**config.mk**
```make
export PLATFORM = sky130hd
export DESIGN_NAME = mdio_master_ext_flat
export DESIGN_NICKNAME = d
export VERILOG_FILES = /design/src/rtl/mdio_master_ext_if.sv /design/src/rtl/mdio_master_ext.sv /design/src/flat_wrapper.sv
export SDC_FILE = /design/constraint.sdc
export NUM_CORES = 1
export LEC_CHECK = 0
export CORE_MARGIN = 2
export CORE_UTILIZATION = 40
export CTS_CLUSTER_SIZE = 25
export DETAILED_ROUTE_END_ITERATION = 16
export PLACE_DENSITY = 0.62
export RECOVER_POWER = 100
export SETUP_SLACK_MARGIN = 0.02
export SYNTH_ARGS = -nofsm -noshare
export SYNTH_HDL_FRONTEND = slang
export SYNTH_SLANG_ARGS = --single-unit
```
**constraint.sdc**
```tcl
create_clock -name clk -period 3.1 [get_ports clk]
set_input_delay 0.62 -clock clk [delete_from_list [all_inputs] [get_ports clk]]
set_output_delay 0.62 -clock clk [all_outputs]
set_load 0.02 [all_outputs]
```
**src/rtl/mdio_master_ext_if.sv**
```systemverilog
`default_nettype none
// +--------------------------------------------------------------------------+
// | Module      : mdio_master_ext_if                                          |
// | Description : Request/response and MDIO pad signals of mdio_master_ext.   |
// |               The master modport is the MDIO master's view. The slave    |
// |               modport is the view of the register-access controller      |
// |               and pad side.                                              |
// | Revision    : 1.0 - initial release                                      |
// +--------------------------------------------------------------------------+
interface mdio_master_ext_if;
  // Request side
  logic        start;
  logic        clause45;
  logic [1:0]  op;
  logic [4:0]  phy_addr;
  logic [4:0]  reg_addr;
  logic [15:0] data_in;
  logic        preamble_suppress;
  // Response side
  logic        busy;
  logic        done;
  logic [15:0] data_out;
  logic        rd_err;
  // MDIO pad side
  logic        mdc;
  logic        mdio_o;
  logic        mdio_oe;
  logic        mdio_i;

  modport master (
    input  start, clause45, op, phy_addr, reg_addr, data_in, preamble_suppress,
    input  mdio_i,
    output busy, done, data_out, rd_err,
    output mdc, mdio_o, mdio_oe
  );

  modport slave (
    output start, clause45, op, phy_addr, reg_addr, data_in, preamble_suppress,
    output mdio_i,
    input  busy, done, data_out, rd_err,
    input  mdc, mdio_o, mdio_oe
  );
endinterface
`default_nettype wire

```
**src/rtl/mdio_master_ext.sv**
```systemverilog
`default_nettype none
// +--------------------------------------------------------------------------+
// | Module      : mdio_master_ext                                            |
// | Description : MDIO management master for Clause 22 and Clause 45 frames. |
// |               It has a programmable MDC divider and optional preamble     |
// |               suppression. The MDIO pin is split into o/oe/i, and a read  |
// |               turnaround error is flagged. Every output is registered.    |
// | Revision    : 1.0 - initial release                                      |
// +--------------------------------------------------------------------------+
module mdio_master_ext #(
  parameter int CLK_DIV      = 10,    // clk cycles per MDC period, even, >= 4
  parameter int PREAMBLE_LEN = 32,    // number of preamble '1' bits
  parameter bit SUPPORT_C45  = 1'b1   // 0 forces Clause 22 framing
) (
  input  wire               clk,
  input  wire               reset,
  mdio_master_ext_if.master mgmt_if
);

  localparam int DIV_W = $clog2(CLK_DIV);

  // Divider positions within one bit: mdc is low for the first half of the bit
  // and high for the second half. mdio_i is captured on the edge that raises mdc.
  localparam logic [DIV_W-1:0] c_DIV_LAST   = DIV_W'(CLK_DIV - 1);
  localparam logic [DIV_W-1:0] c_DIV_HALF   = DIV_W'(CLK_DIV / 2);
  localparam logic [DIV_W-1:0] c_DIV_SAMPLE = DIV_W'(CLK_DIV / 2 - 1);

  // Index of the last bit of each frame section
  localparam logic [6:0] c_PRE_LAST  = 7'(PREAMBLE_LEN - 1);
  localparam logic [6:0] c_HDR_LAST  = 7'd13;
  localparam logic [6:0] c_TA_LAST   = 7'd1;
  localparam logic [6:0] c_DATA_LAST = 7'd15;

  typedef enum logic [2:0] {
    S_IDLE = 3'd0,
    S_PRE  = 3'd1,
    S_HDR  = 3'd2,
    S_TA   = 3'd3,
    S_DATA = 3'd4,
    S_DONE = 3'd5
  } state_t;

  // Sequencing state
  state_t           state_q, state_d;
  logic [DIV_W-1:0] div_q, div_d;
  logic [6:0]       bit_q, bit_d;

  // Fields latched at acceptance: {ST, OP, PHYAD, REGAD}, write data, direction
  logic [13:0]      hdr_q, hdr_d;
  logic [15:0]      wdata_q, wdata_d;
  logic             rd_q, rd_d;

  // Read capture: data shift register and the sampled second TA bit
  logic [15:0]      cap_q, cap_d;
  logic             ta_q, ta_d;

  // Registered outputs
  logic             busy_q, busy_d;
  logic             done_q, done_d;
  logic [15:0]      data_out_q, data_out_d;
  logic             rd_err_q, rd_err_d;
  logic             mdc_q, mdc_d;
  logic             mdio_o_q, mdio_o_d;
  logic             mdio_oe_q, mdio_oe_d;

  // Request decode
  logic             w_c45;
  logic             w_req_read;
  logic [13:0]      w_req_hdr;
  state_t           w_req_state;

  // Per-section bookkeeping
  logic [6:0]       w_bit_last;
  state_t           w_state_next;
  logic             w_bit_end;
  logic             w_sample_edge;

  // Clause 45 framing only exists when the build supports it
  assign w_c45       = mgmt_if.clause45 & SUPPORT_C45;
  assign w_req_read  = w_c45 ? mgmt_if.op[1] : (mgmt_if.op == 2'b10);
  // ST is 00 for Clause 45 and 01 for Clause 22
  assign w_req_hdr   = {1'b0, ~w_c45, mgmt_if.op, mgmt_if.phy_addr, mgmt_if.reg_addr};
  assign w_req_state = (mgmt_if.preamble_suppress || (PREAMBLE_LEN == 0)) ? S_HDR : S_PRE;

  assign w_bit_end     = (div_q == c_DIV_LAST);
  assign w_sample_edge = (div_q == c_DIV_SAMPLE);

  // Length of the current section and the section that follows it
  always_comb begin
    w_bit_last   = c_DATA_LAST;
    w_state_next = S_DONE;
    case (state_q)
      S_PRE: begin
        w_bit_last   = c_PRE_LAST;
        w_state_next = S_HDR;
      end
      S_HDR: begin
        w_bit_last   = c_HDR_LAST;
        w_state_next = S_TA;
      end
      S_TA: begin
        w_bit_last   = c_TA_LAST;
        w_state_next = S_DATA;
      end
      default: begin
        w_bit_last   = c_DATA_LAST;
        w_state_next = S_DONE;
      end
    endcase
  end

  // Next-state logic: acceptance, bit/divider stepping, read capture, completion
  always_comb begin
    state_d    = state_q;
    div_d      = div_q;
    bit_d      = bit_q;
    hdr_d      = hdr_q;
    wdata_d    = wdata_q;
    rd_d       = rd_q;
    cap_d      = cap_q;
    ta_d       = ta_q;
    data_out_d = data_out_q;
    rd_err_d   = rd_err_q;

    case (state_q)
      S_IDLE, S_DONE: begin
        // A request in the DONE cycle starts the next frame at once, so no idle bit is inserted
        if (mgmt_if.start) begin
          state_d = w_req_state;
          div_d   = '0;
          bit_d   = '0;
          hdr_d   = w_req_hdr;
          wdata_d = mgmt_if.data_in;
          rd_d    = w_req_read;
        end else begin
          state_d = S_IDLE;
        end
      end
      default: begin
        if (rd_q && w_sample_edge) begin
          if ((state_q == S_TA) && (bit_q == c_TA_LAST)) begin
            ta_d = mgmt_if.mdio_i;
          end
          if (state_q == S_DATA) begin
            cap_d = {cap_q[14:0], mgmt_if.mdio_i};
          end
        end
        if (w_bit_end) begin
          div_d = '0;
          if (bit_q == w_bit_last) begin
            bit_d   = '0;
            state_d = w_state_next;
          end else begin
            bit_d = bit_q + 7'd1;
          end
        end else begin
          div_d = div_q + 1'b1;
        end
      end
    endcase

    // Results are published on entry to DONE. rd_err is cleared for frames that are not reads.
    if (state_d == S_DONE) begin
      rd_err_d = rd_q & ta_q;
      if (rd_q) begin
        data_out_d = cap_q;
      end
    end
  end

  // Pad and status values for the coming cycle. They are derived from the next state so the outputs stay registered.
  always_comb begin
    busy_d    = state_d inside {S_PRE, S_HDR, S_TA, S_DATA};
    done_d    = (state_d == S_DONE);
    mdc_d     = busy_d && (div_d >= c_DIV_HALF);
    mdio_o_d  = 1'b1;
    mdio_oe_d = 1'b0;
    case (state_d)
      S_PRE: begin
        mdio_oe_d = 1'b1;
      end
      S_HDR: begin
        mdio_oe_d = 1'b1;
        mdio_o_d  = hdr_d[4'd13 - bit_d[3:0]];
      end
      S_TA: begin
        // On a read the PHY owns the turnaround. On a write the master drives 1 then 0.
        if (!rd_d) begin
          mdio_oe_d = 1'b1;
          mdio_o_d  = (bit_d == 7'd0);
        end
      end
      S_DATA: begin
        if (!rd_d) begin
          mdio_oe_d = 1'b1;
          mdio_o_d  = wdata_d[4'd15 - bit_d[3:0]];
        end
      end
      default: begin
        mdio_oe_d = 1'b0;
      end
    endcase
  end

  // State and output registers with synchronous reset
  always_ff @(posedge clk) begin
    if (reset) begin
      state_q    <= S_IDLE;
      div_q      <= '0;
      bit_q      <= '0;
      hdr_q      <= '0;
      wdata_q    <= '0;
      rd_q       <= 1'b0;
      cap_q      <= '0;
      ta_q       <= 1'b0;
      busy_q     <= 1'b0;
      done_q     <= 1'b0;
      data_out_q <= '0;
      rd_err_q   <= 1'b0;
      mdc_q      <= 1'b0;
      mdio_o_q   <= 1'b1;
      mdio_oe_q  <= 1'b0;
    end else begin
      state_q    <= state_d;
      div_q      <= div_d;
      bit_q      <= bit_d;
      hdr_q      <= hdr_d;
      wdata_q    <= wdata_d;
      rd_q       <= rd_d;
      cap_q      <= cap_d;
      ta_q       <= ta_d;
      busy_q     <= busy_d;
      done_q     <= done_d;
      data_out_q <= data_out_d;
      rd_err_q   <= rd_err_d;
      mdc_q      <= mdc_d;
      mdio_o_q   <= mdio_o_d;
      mdio_oe_q  <= mdio_oe_d;
    end
  end

  assign mgmt_if.busy     = busy_q;
  assign mgmt_if.done     = done_q;
  assign mgmt_if.data_out = data_out_q;
  assign mgmt_if.rd_err   = rd_err_q;
  assign mgmt_if.mdc      = mdc_q;
  assign mgmt_if.mdio_o   = mdio_o_q;
  assign mgmt_if.mdio_oe  = mdio_oe_q;

endmodule
`default_nettype wire

```
**src/flat_wrapper.sv**
```systemverilog
// flat-port wrapper written by rule: the top's interface ports become plain ports
module mdio_master_ext_flat 
#(
  parameter int CLK_DIV      = 10,                                            
  parameter int PREAMBLE_LEN = 32,                                  
  parameter bit SUPPORT_C45  = 1'b1                                
)
  (clk, reset, mgmt_if_start, mgmt_if_clause45, mgmt_if_op, mgmt_if_phy_addr, mgmt_if_reg_addr, mgmt_if_data_in, mgmt_if_preamble_suppress, mgmt_if_mdio_i, mgmt_if_busy, mgmt_if_done, mgmt_if_data_out, mgmt_if_rd_err, mgmt_if_mdc, mgmt_if_mdio_o, mgmt_if_mdio_oe);
  mdio_master_ext_if mgmt_if_i ();
  input  wire clk;
  input  wire reset;
  input wire logic [$bits(mgmt_if_i.start)-1:0] mgmt_if_start;
  input wire logic [$bits(mgmt_if_i.clause45)-1:0] mgmt_if_clause45;
  input wire logic [$bits(mgmt_if_i.op)-1:0] mgmt_if_op;
  input wire logic [$bits(mgmt_if_i.phy_addr)-1:0] mgmt_if_phy_addr;
  input wire logic [$bits(mgmt_if_i.reg_addr)-1:0] mgmt_if_reg_addr;
  input wire logic [$bits(mgmt_if_i.data_in)-1:0] mgmt_if_data_in;
  input wire logic [$bits(mgmt_if_i.preamble_suppress)-1:0] mgmt_if_preamble_suppress;
  input wire logic [$bits(mgmt_if_i.mdio_i)-1:0] mgmt_if_mdio_i;
  output wire logic [$bits(mgmt_if_i.busy)-1:0] mgmt_if_busy;
  output wire logic [$bits(mgmt_if_i.done)-1:0] mgmt_if_done;
  output wire logic [$bits(mgmt_if_i.data_out)-1:0] mgmt_if_data_out;
  output wire logic [$bits(mgmt_if_i.rd_err)-1:0] mgmt_if_rd_err;
  output wire logic [$bits(mgmt_if_i.mdc)-1:0] mgmt_if_mdc;
  output wire logic [$bits(mgmt_if_i.mdio_o)-1:0] mgmt_if_mdio_o;
  output wire logic [$bits(mgmt_if_i.mdio_oe)-1:0] mgmt_if_mdio_oe;
  assign mgmt_if_i.start = mgmt_if_start;
  assign mgmt_if_i.clause45 = mgmt_if_clause45;
  assign mgmt_if_i.op = mgmt_if_op;
  assign mgmt_if_i.phy_addr = mgmt_if_phy_addr;
  assign mgmt_if_i.reg_addr = mgmt_if_reg_addr;
  assign mgmt_if_i.data_in = mgmt_if_data_in;
  assign mgmt_if_i.preamble_suppress = mgmt_if_preamble_suppress;
  assign mgmt_if_i.mdio_i = mgmt_if_mdio_i;
  assign mgmt_if_busy = mgmt_if_i.busy;
  assign mgmt_if_done = mgmt_if_i.done;
  assign mgmt_if_data_out = mgmt_if_i.data_out;
  assign mgmt_if_rd_err = mgmt_if_i.rd_err;
  assign mgmt_if_mdc = mgmt_if_i.mdc;
  assign mgmt_if_mdio_o = mgmt_if_i.mdio_o;
  assign mgmt_if_mdio_oe = mgmt_if_i.mdio_oe;
  mdio_master_ext #(.CLK_DIV(CLK_DIV), .PREAMBLE_LEN(PREAMBLE_LEN), .SUPPORT_C45(SUPPORT_C45)) u_core (.clk(clk), .reset(reset), .mgmt_if(mgmt_if_i));
endmodule
```
== Yosys cells after proc, flatten, opt, wreduce, memory -nomap -nowiden ==
Index checks and enable logic that the tools add are counted.
Storage, ports and cells
  bits in registers: 84
  bits in latches: 0
  bits in writable memories: 0
  ROM bits: 0
  word-level logic and storage cells: 82
  memories: 0
Operators by class
  $add $sub $neg: 4
  multipliers: 0
  div/mod/pow operators: 0
  order comparisons: 3
  eq/ne operators: 15
  shift-type cells: 0
  mux-type cells: 30
  bitwise operators: 3
  reductions and logical operators: 12
Operator list (count)
  2-to-1 mux 16 bit: 2
  2-to-1 mux 14 bit: 2
  2-to-1 mux 7 bit: 4
  case mux 5 bit (3 select lines): 1
  equality test 3 x 2 -> 1 bit, second input constant: 4
  equality test 3 bit, second input constant: 4
  2-to-1 mux 3 bit: 4
  2-to-1 mux 4 bit: 3
  < comparator 4 x 5 -> 1 bit, second input constant: 2
  case mux 3 bit (3 select lines): 1
  binary-select mux 1 bit (select 4 bit): 2
  2-to-1 mux 1 bit: 8
  subtractor 4 bit, first input constant: 2
  adder 7 x 1 -> 7 bit, second input constant: 1
  equality test 7 x 1 -> 1 bit, second input constant: 1
  equality test 7 x 5 -> 1 bit: 1
  zero test 7 bit: 1
  equality test 3 x 1 -> 1 bit, second input constant: 2
  AND reduction 3 bit: 2
  OR reduction 2 bit: 3
  adder 4 x 1 -> 4 bit, second input constant: 1
  equality test 4 x 3 -> 1 bit, second input constant: 1
  equality test 4 bit, second input constant: 1
  greater-or-equal comparator 4 x 3 -> 1 bit, second input constant: 1
  10 further kinds: 13

== Logic depth before layout (Yosys ltp) ==
  depth after elaboration: 11
  depth in mapped cells: 14
  gate-level depth less buffers: 13

== Worst setup path before layout ==
No wires, ideal clock.
  kind: flip-flop to flip-flop
  start: register u_core.div_q[1]
  end: register u_core.mdio_o_q (netlist: u_core.mgmt_if.mdio_o)
  library setup time: 126 ps
  arrival time: 2816 ps
  required time: 2974 ps
  path slack: 158 ps
  cell stages (with the launch flop): 15
  clock period less this slack: 2942 ps
  path through: dfxtp_1 -> buf_6 -> nand4bb_4 -> or4_1 -> a211oi_2 -> buf_6 -> nand4b_1 -> nand3_1 -> ha_1 -> inv_1 -> a221oi_1 -> o22ai_1 -> nand4_1 -> and4_1 -> o31ai_2
On the way
  word-level cells in the longest chain between the ends: 8
  elaborated cells between the ends (all ways): 18
  those cells by class: add/sub (2); eq/ne (4); mux (11); reduce/logical (1)
RTL lines
  start: declaration: RTL line mdio_master_ext.sv:45  | logic [DIV_W-1:0] div_q, div_d;
  start signal: assignment: RTL line mdio_master_ext.sv:225  | div_q <= div_d;
  equality test 4 bit *: RTL line mdio_master_ext.sv:85  | assign w_bit_end = (div_q == c_DIV_LAST);
  2-to-1 mux 7 bit *: RTL line mdio_master_ext.sv:148  | if (w_bit_end) begin
  2-to-1 mux 7 bit *: RTL line mdio_master_ext.sv:125  | case (state_q)
  via u_core.bit_d[2]: RTL line mdio_master_ext.sv:46  | logic [6:0] bit_q, bit_d;
  subtractor 4 bit: RTL line mdio_master_ext.sv:196  | mdio_o_d = wdata_d[4'd15 - bit_d[3:0]];
  binary-select mux 1 bit (select 4 bit): RTL line mdio_master_ext.sv:196
  2-to-1 mux 1 bit (not written as such): RTL line mdio_master_ext.sv:196
  2-to-1 mux 1 bit: RTL line mdio_master_ext.sv:194  | if (!rd_d) begin
  case mux 1 bit (3 select lines) *: RTL line mdio_master_ext.sv:178  | case (state_d)
  end signal: assignment: RTL line mdio_master_ext.sv:237  | mdio_o_q <= mdio_o_d;
  end: declaration: RTL line mdio_master_ext.sv:63  | logic mdio_o_q, mdio_o_d;
Mark *: on every way through the listed nets, which the timed path passes. The rest lies on a longest branch. The select of a mux whose other input is x is not followed.
A chain may end at the register's enable or synchronous reset.

== Worst setup path in the final report ==
  start: register u_core.div_q[2]
  end: register u_core.mdio_o_q (netlist: u_core.mgmt_if.mdio_o)
Same word-level chain as after synthesis.

==> run summary <==
The final-report setup violation count is 0. The critical path goes through nand4bb_4 -> or4_1 -> a211oi_2 -> nand4b_1 -> nand3_1 -> ha_4 -> inv_1 -> a221oi_2 -> o22ai_1 -> nand4_1 -> and4_1 -> o31ai_1. The finished cells cover a little under 5000 um2.

The number of register bits inferred by synthesis came out at 84. The sequential group share of total power is 51.7%. The worst setup path is launched from a flip-flop. The met1 track demand over resource in global routing is 24.8%.

The sequential fraction of the synthesis area came out at about two fifths. The number of hold buffers added after cts is 0. The floorplan step set the die width to 105 um.

The capture endpoint of the worst hold path is u_core.mgmt_if.rd_err. The maximum fanout count along the critical path came out at 6. On the worst path, the slowest cell contributes a delay of 480 ps.

The placed wire-length estimate is 7030 um. Clock tree synthesis found a total of 84 sinks. The final global-route overflow total came out at 0. The number of nets produced by synthesis came out at 527. The top cell type by area accounts for 41.6% of the synthesized area. The max-slew violation count is 0.

The growth of design area from synthesis to finish is 22.7%. Dividing total power by cell area gives a power density of ~440 nW/um2. The run finished with clean final reports. The arrival time at the worst endpoint is a little over 3000 ps. Measured in cells, the most critical reg-to-reg path has a length of 12. The area of the core is 9770 um2. The count of buffers added by post-CTS timing repair for setup is 0.

The post-synthesis average cell area came out at 8.25 um2. The period utilization came out at 92.7%. The count of synthesis-stage warnings from yosys is 0. The number of instances in the synthesized netlist is slightly below 500. The part of the power in combinational logic came out at 13.1%. The critical path class is flip-flop to flip-flop. The post-detailed-route count of antenna-violating nets is 0. The top-level I/O count came out at 56. The via count came out at 3,687. CTS placed an instance of sky130_fd_sc_hd__clkbuf_8 at the clock tree root. The cell area that synthesis handed to floorplanning was about 4000 um2. At the worst endpoint, the required time is roughly 3300 ps. Routability-driven placement finished with a final weighted congestion of 0.893.

The library cell contributing the largest single delay on the critical path is sky130_fd_sc_hd__or4_1. The number of rows in the core area is 36. The cell-internal power is 0.00158 W. The worst relative slew slack came out at 23.6%. The number of clock buffers added by TritonCTS is 9. The slew of the pin with the lowest slew margin came out at between 1000 and 1500 ps. The worst supply voltage drop on vdd is 0.235 mV. Dividing the detail-routed via count by the number of cells gives around 5.4.

In the layout the commonest cells are 83 x sky130_fd_sc_hd__dfxtp_1, 79 x sky130_fd_sc_hd__nand2_1, 63 x sky130_fd_sc_hd__nor2_1, 47 x sky130_fd_sc_hd__a21oi_1, 39 x sky130_fd_sc_hd__mux2i_1. The most congested layer reported by global routing is met2. The fraction of synthesis flops using an asynchronous set or reset pin came out at 0%.

Counting distinct cell types in the post-synthesis netlist gives between 50 and 60. No sink is reached through more buffers than the 2 on the longest clock path. The worst hold path begins at u_core.mgmt_if.rd_err. The quantity of gates resized following cts is 0. TritonCTS built the clock tree.

The max-capacitance violation count is 0. The share of total power in the clock network came out at around a third. The type of the tightest min-delay check is flip-flop to flip-flop. The initial antenna violation count is 0. The register-to-register path setup slack came out at 230 ps.

The proportion of layout cells with a drive suffix above 1 came out at ~8.7%. The worst clock skew on the final layout is roughly 8.3 ps. The number of antenna repair diodes came out at 0. The number of design-rule violations left by the first detailed-router iteration is about 180. The worst hold path passes through 2 cells.

The number of nets in the layout came out at 586. The number of global-route vias before repair came out at 3,395. In this run the cell area measured after placement is 4790 um2.

The die outline area is 10,900 um2. The clock slew at the register clock pins of the worst setup and hold paths came out at 90 ps. For this design the total switching power over the nets is slightly above 0.0006 W.

The final count of hold timing violations came out at 0. For this run, global-route usage on met2 was measured as 29.0%. Of the total power, the share spent switching nets is 28.0%.

The placed cell count came out at ~670. Ranked by total cell area, the synthesized netlist is headed by sky130_fd_sc_hd__dfxtp_1 42%, sky130_fd_sc_hd__mux2i_1 9.7%, sky130_fd_sc_hd__nand2_1 7.2%, sky130_fd_sc_hd__nor2_1 5.9%, sky130_fd_sc_hd__a21oi_1 5.8%. The first TritonRoute pass finished after 5 iterations. The final wirelength came out at 10000 um.

The number of enable-type register cells in the synthesized netlist came out at 0. The endpoint of the lowest-slack register-to-register path is u_core.mgmt_if.mdio_o. For this run, design rule violations remaining after detail routing come to 0.

The type of destination of the critical path is a flip-flop. The H-tree generated during clock tree synthesis spans 3 levels. The library cell used most frequently in the layout, excluding fill and tap cells, is sky130_fd_sc_hd__dfxtp_1. The most used flip-flop cell after synthesis is sky130_fd_sc_hd__dfxtp_1. The final standard cell count with taps included and fillers excluded came out at 687. Global routing used 2.94% of the available met3 tracks. In the final routed layout, each cell accounts on average for ~15 um. The y dimension of the die is between 100 and 150 um. Once the floorplan was initialized, standard cells occupied 41.3% of the core.

The wire length of the first global-routing pass is between 15,000 and 20,000 um. The post-route minimum period came out at 2870 ps. The leakage power total came out at 2.08 nW. The maximum achievable frequency is ~350 MHz.

Clock latency on the worst-skew pair, taken at its later pin, is 360 ps. The startpoint of the worst-slack reg-to-reg timing path is u_core.div_q[2]. Entering global routing, the biggest net connects 50 pins. The count of buffers from port buffering came out at 55. The final setup TNS came out at 0 ps. The fraction of the core area covered by cells at the end of the flow is 50.7%. The combined global-route utilization of all metal layers came out at a little under a fifth. Setup repair after global routing left no endpoint under its margin. The cell accounting for the most synthesized area is sky130_fd_sc_hd__dfxtp_1.
[power groups by stage]
| stage | combinational, W | clock [W] | sequential (W) |
|---|---|---|---|
| floorplan | 0.000185 | 0 | 0.00116 |
| global placement | 0.000294 | 0 | 0.00116 |
| detailed placement | 0.000296 | 0 | 0.00116 |
| CTS | 0.000297 | 0.000802 | 0.00114 |
| global route | 0.000321 | 0.000842 | 0.00114 |
| finish | 0.000289 | 0.000775 | 0.00114 |
[flip-flops by register name, summed over array words and instances, names as in the netlist, 3 cells and up]
signal and flops:
u_core.cap_q 16, u_core.bit_q 7, u_core.div_q 4, u_core.mgmt_if.data_out 16, u_core.state_q 3, u_core.wdata_q 16
u_core.hdr_q 14
[synthesized netlist by cell type (all sizes together), types with 2 or more instances]
cell,number
a211o,2
a211oi,5
a21oi,47
a221oi,4
a31oi,7
and2,2
and3,2
and4b,2
buf,11
clkbuf,20
dfxtp,84
ha,3
inv,11
mux2i,39
nand2,79
nand2b,4
nand3,18
nand4,11
nor2,63
nor2b,2
nor3,3
nor4,2
nor4b,2
o211ai,7
o21ai,19
o22a,2
o22ai,5
o31a,4
or2,4
or3,3
or4,4
xnor2,4
xor2,2
[per-stage QoR]
stage	hold WS, ps	setup WS (ps)	power [W]
3_5_place_dp	447	134	0.00146
4_1_cts	460	101	0.00223
6_report	456	228	0.00220
2_1_floorplan	428	158	0.00134
3_3_place_gp	440	224	0.00145
5_1_grt	470	42.5	0.00230
[per-layer routing]
| layer | routed length [um] | part of all wire (%) |
|---|---|---|
| met1 | 4760 | 48 |
| met2 | 4650 | 47 |
| met3 | 473 | 4.7 |
| met4 | 112 | 1.1 |
| met5 | 0 | 0 |
[worst max path at each step]
| stage | start | to | slack (ps) |
|---|---|---|---|
| 2_1_floorplan | u_core.div_q[1] | u_core.mgmt_if.mdio_o | 160 |
| 3_3_place_gp | mgmt_if_start | u_core.mgmt_if.mdio_o | 220 |
| 3_5_place_dp | u_core.div_q[2] | u_core.mgmt_if.mdio_o | 130 |
| 4_1_cts | u_core.state_q[1] | u_core.mgmt_if.mdio_o | 100 |
| 5_1_grt | u_core.div_q[2] | u_core.mgmt_if.mdio_o | 40 |
| 6_report | u_core.div_q[2] | u_core.mgmt_if.mdio_o | 230 |
[logic make-up (layout without fill, tap and decap cells)]
logic type,count (synthesis),count (layout),share of synthesized area [%]
adder cells (fa/ha/maj),3,3,0.929
XOR/XNOR,6,6,1.30
flip-flops,84,84,41.6
AND/OR/NAND/NOR,206,206,24.1
buffers and inverters,42,106,4.86
AO/OA/AOI/OAI,110,110,17.5
multiplexers,39,39,9.66
[critical path, delay by kind of cell, from the launching register on]
family                     cells  cell delay (ps)
buffers and inverters          1               60
DFF                            1              320
AOI/OAI and AO/OA              4              710
and+or+nand+nor                6             1320
adders and majority gates      1              340
[area by class of cell]
type | count | area [um2]
sequential | 84 | 1680
timing repair buffer | 79 | 713
inverter | 11 | 41.3
multi-input combinational | 364 | 2160
tap | 133 | 166
fill | 979 | 4820
clock inverter | 5 | 42.5
clock buffer | 11 | 151
Note: power is estimated with default switching activity, not from simulation.
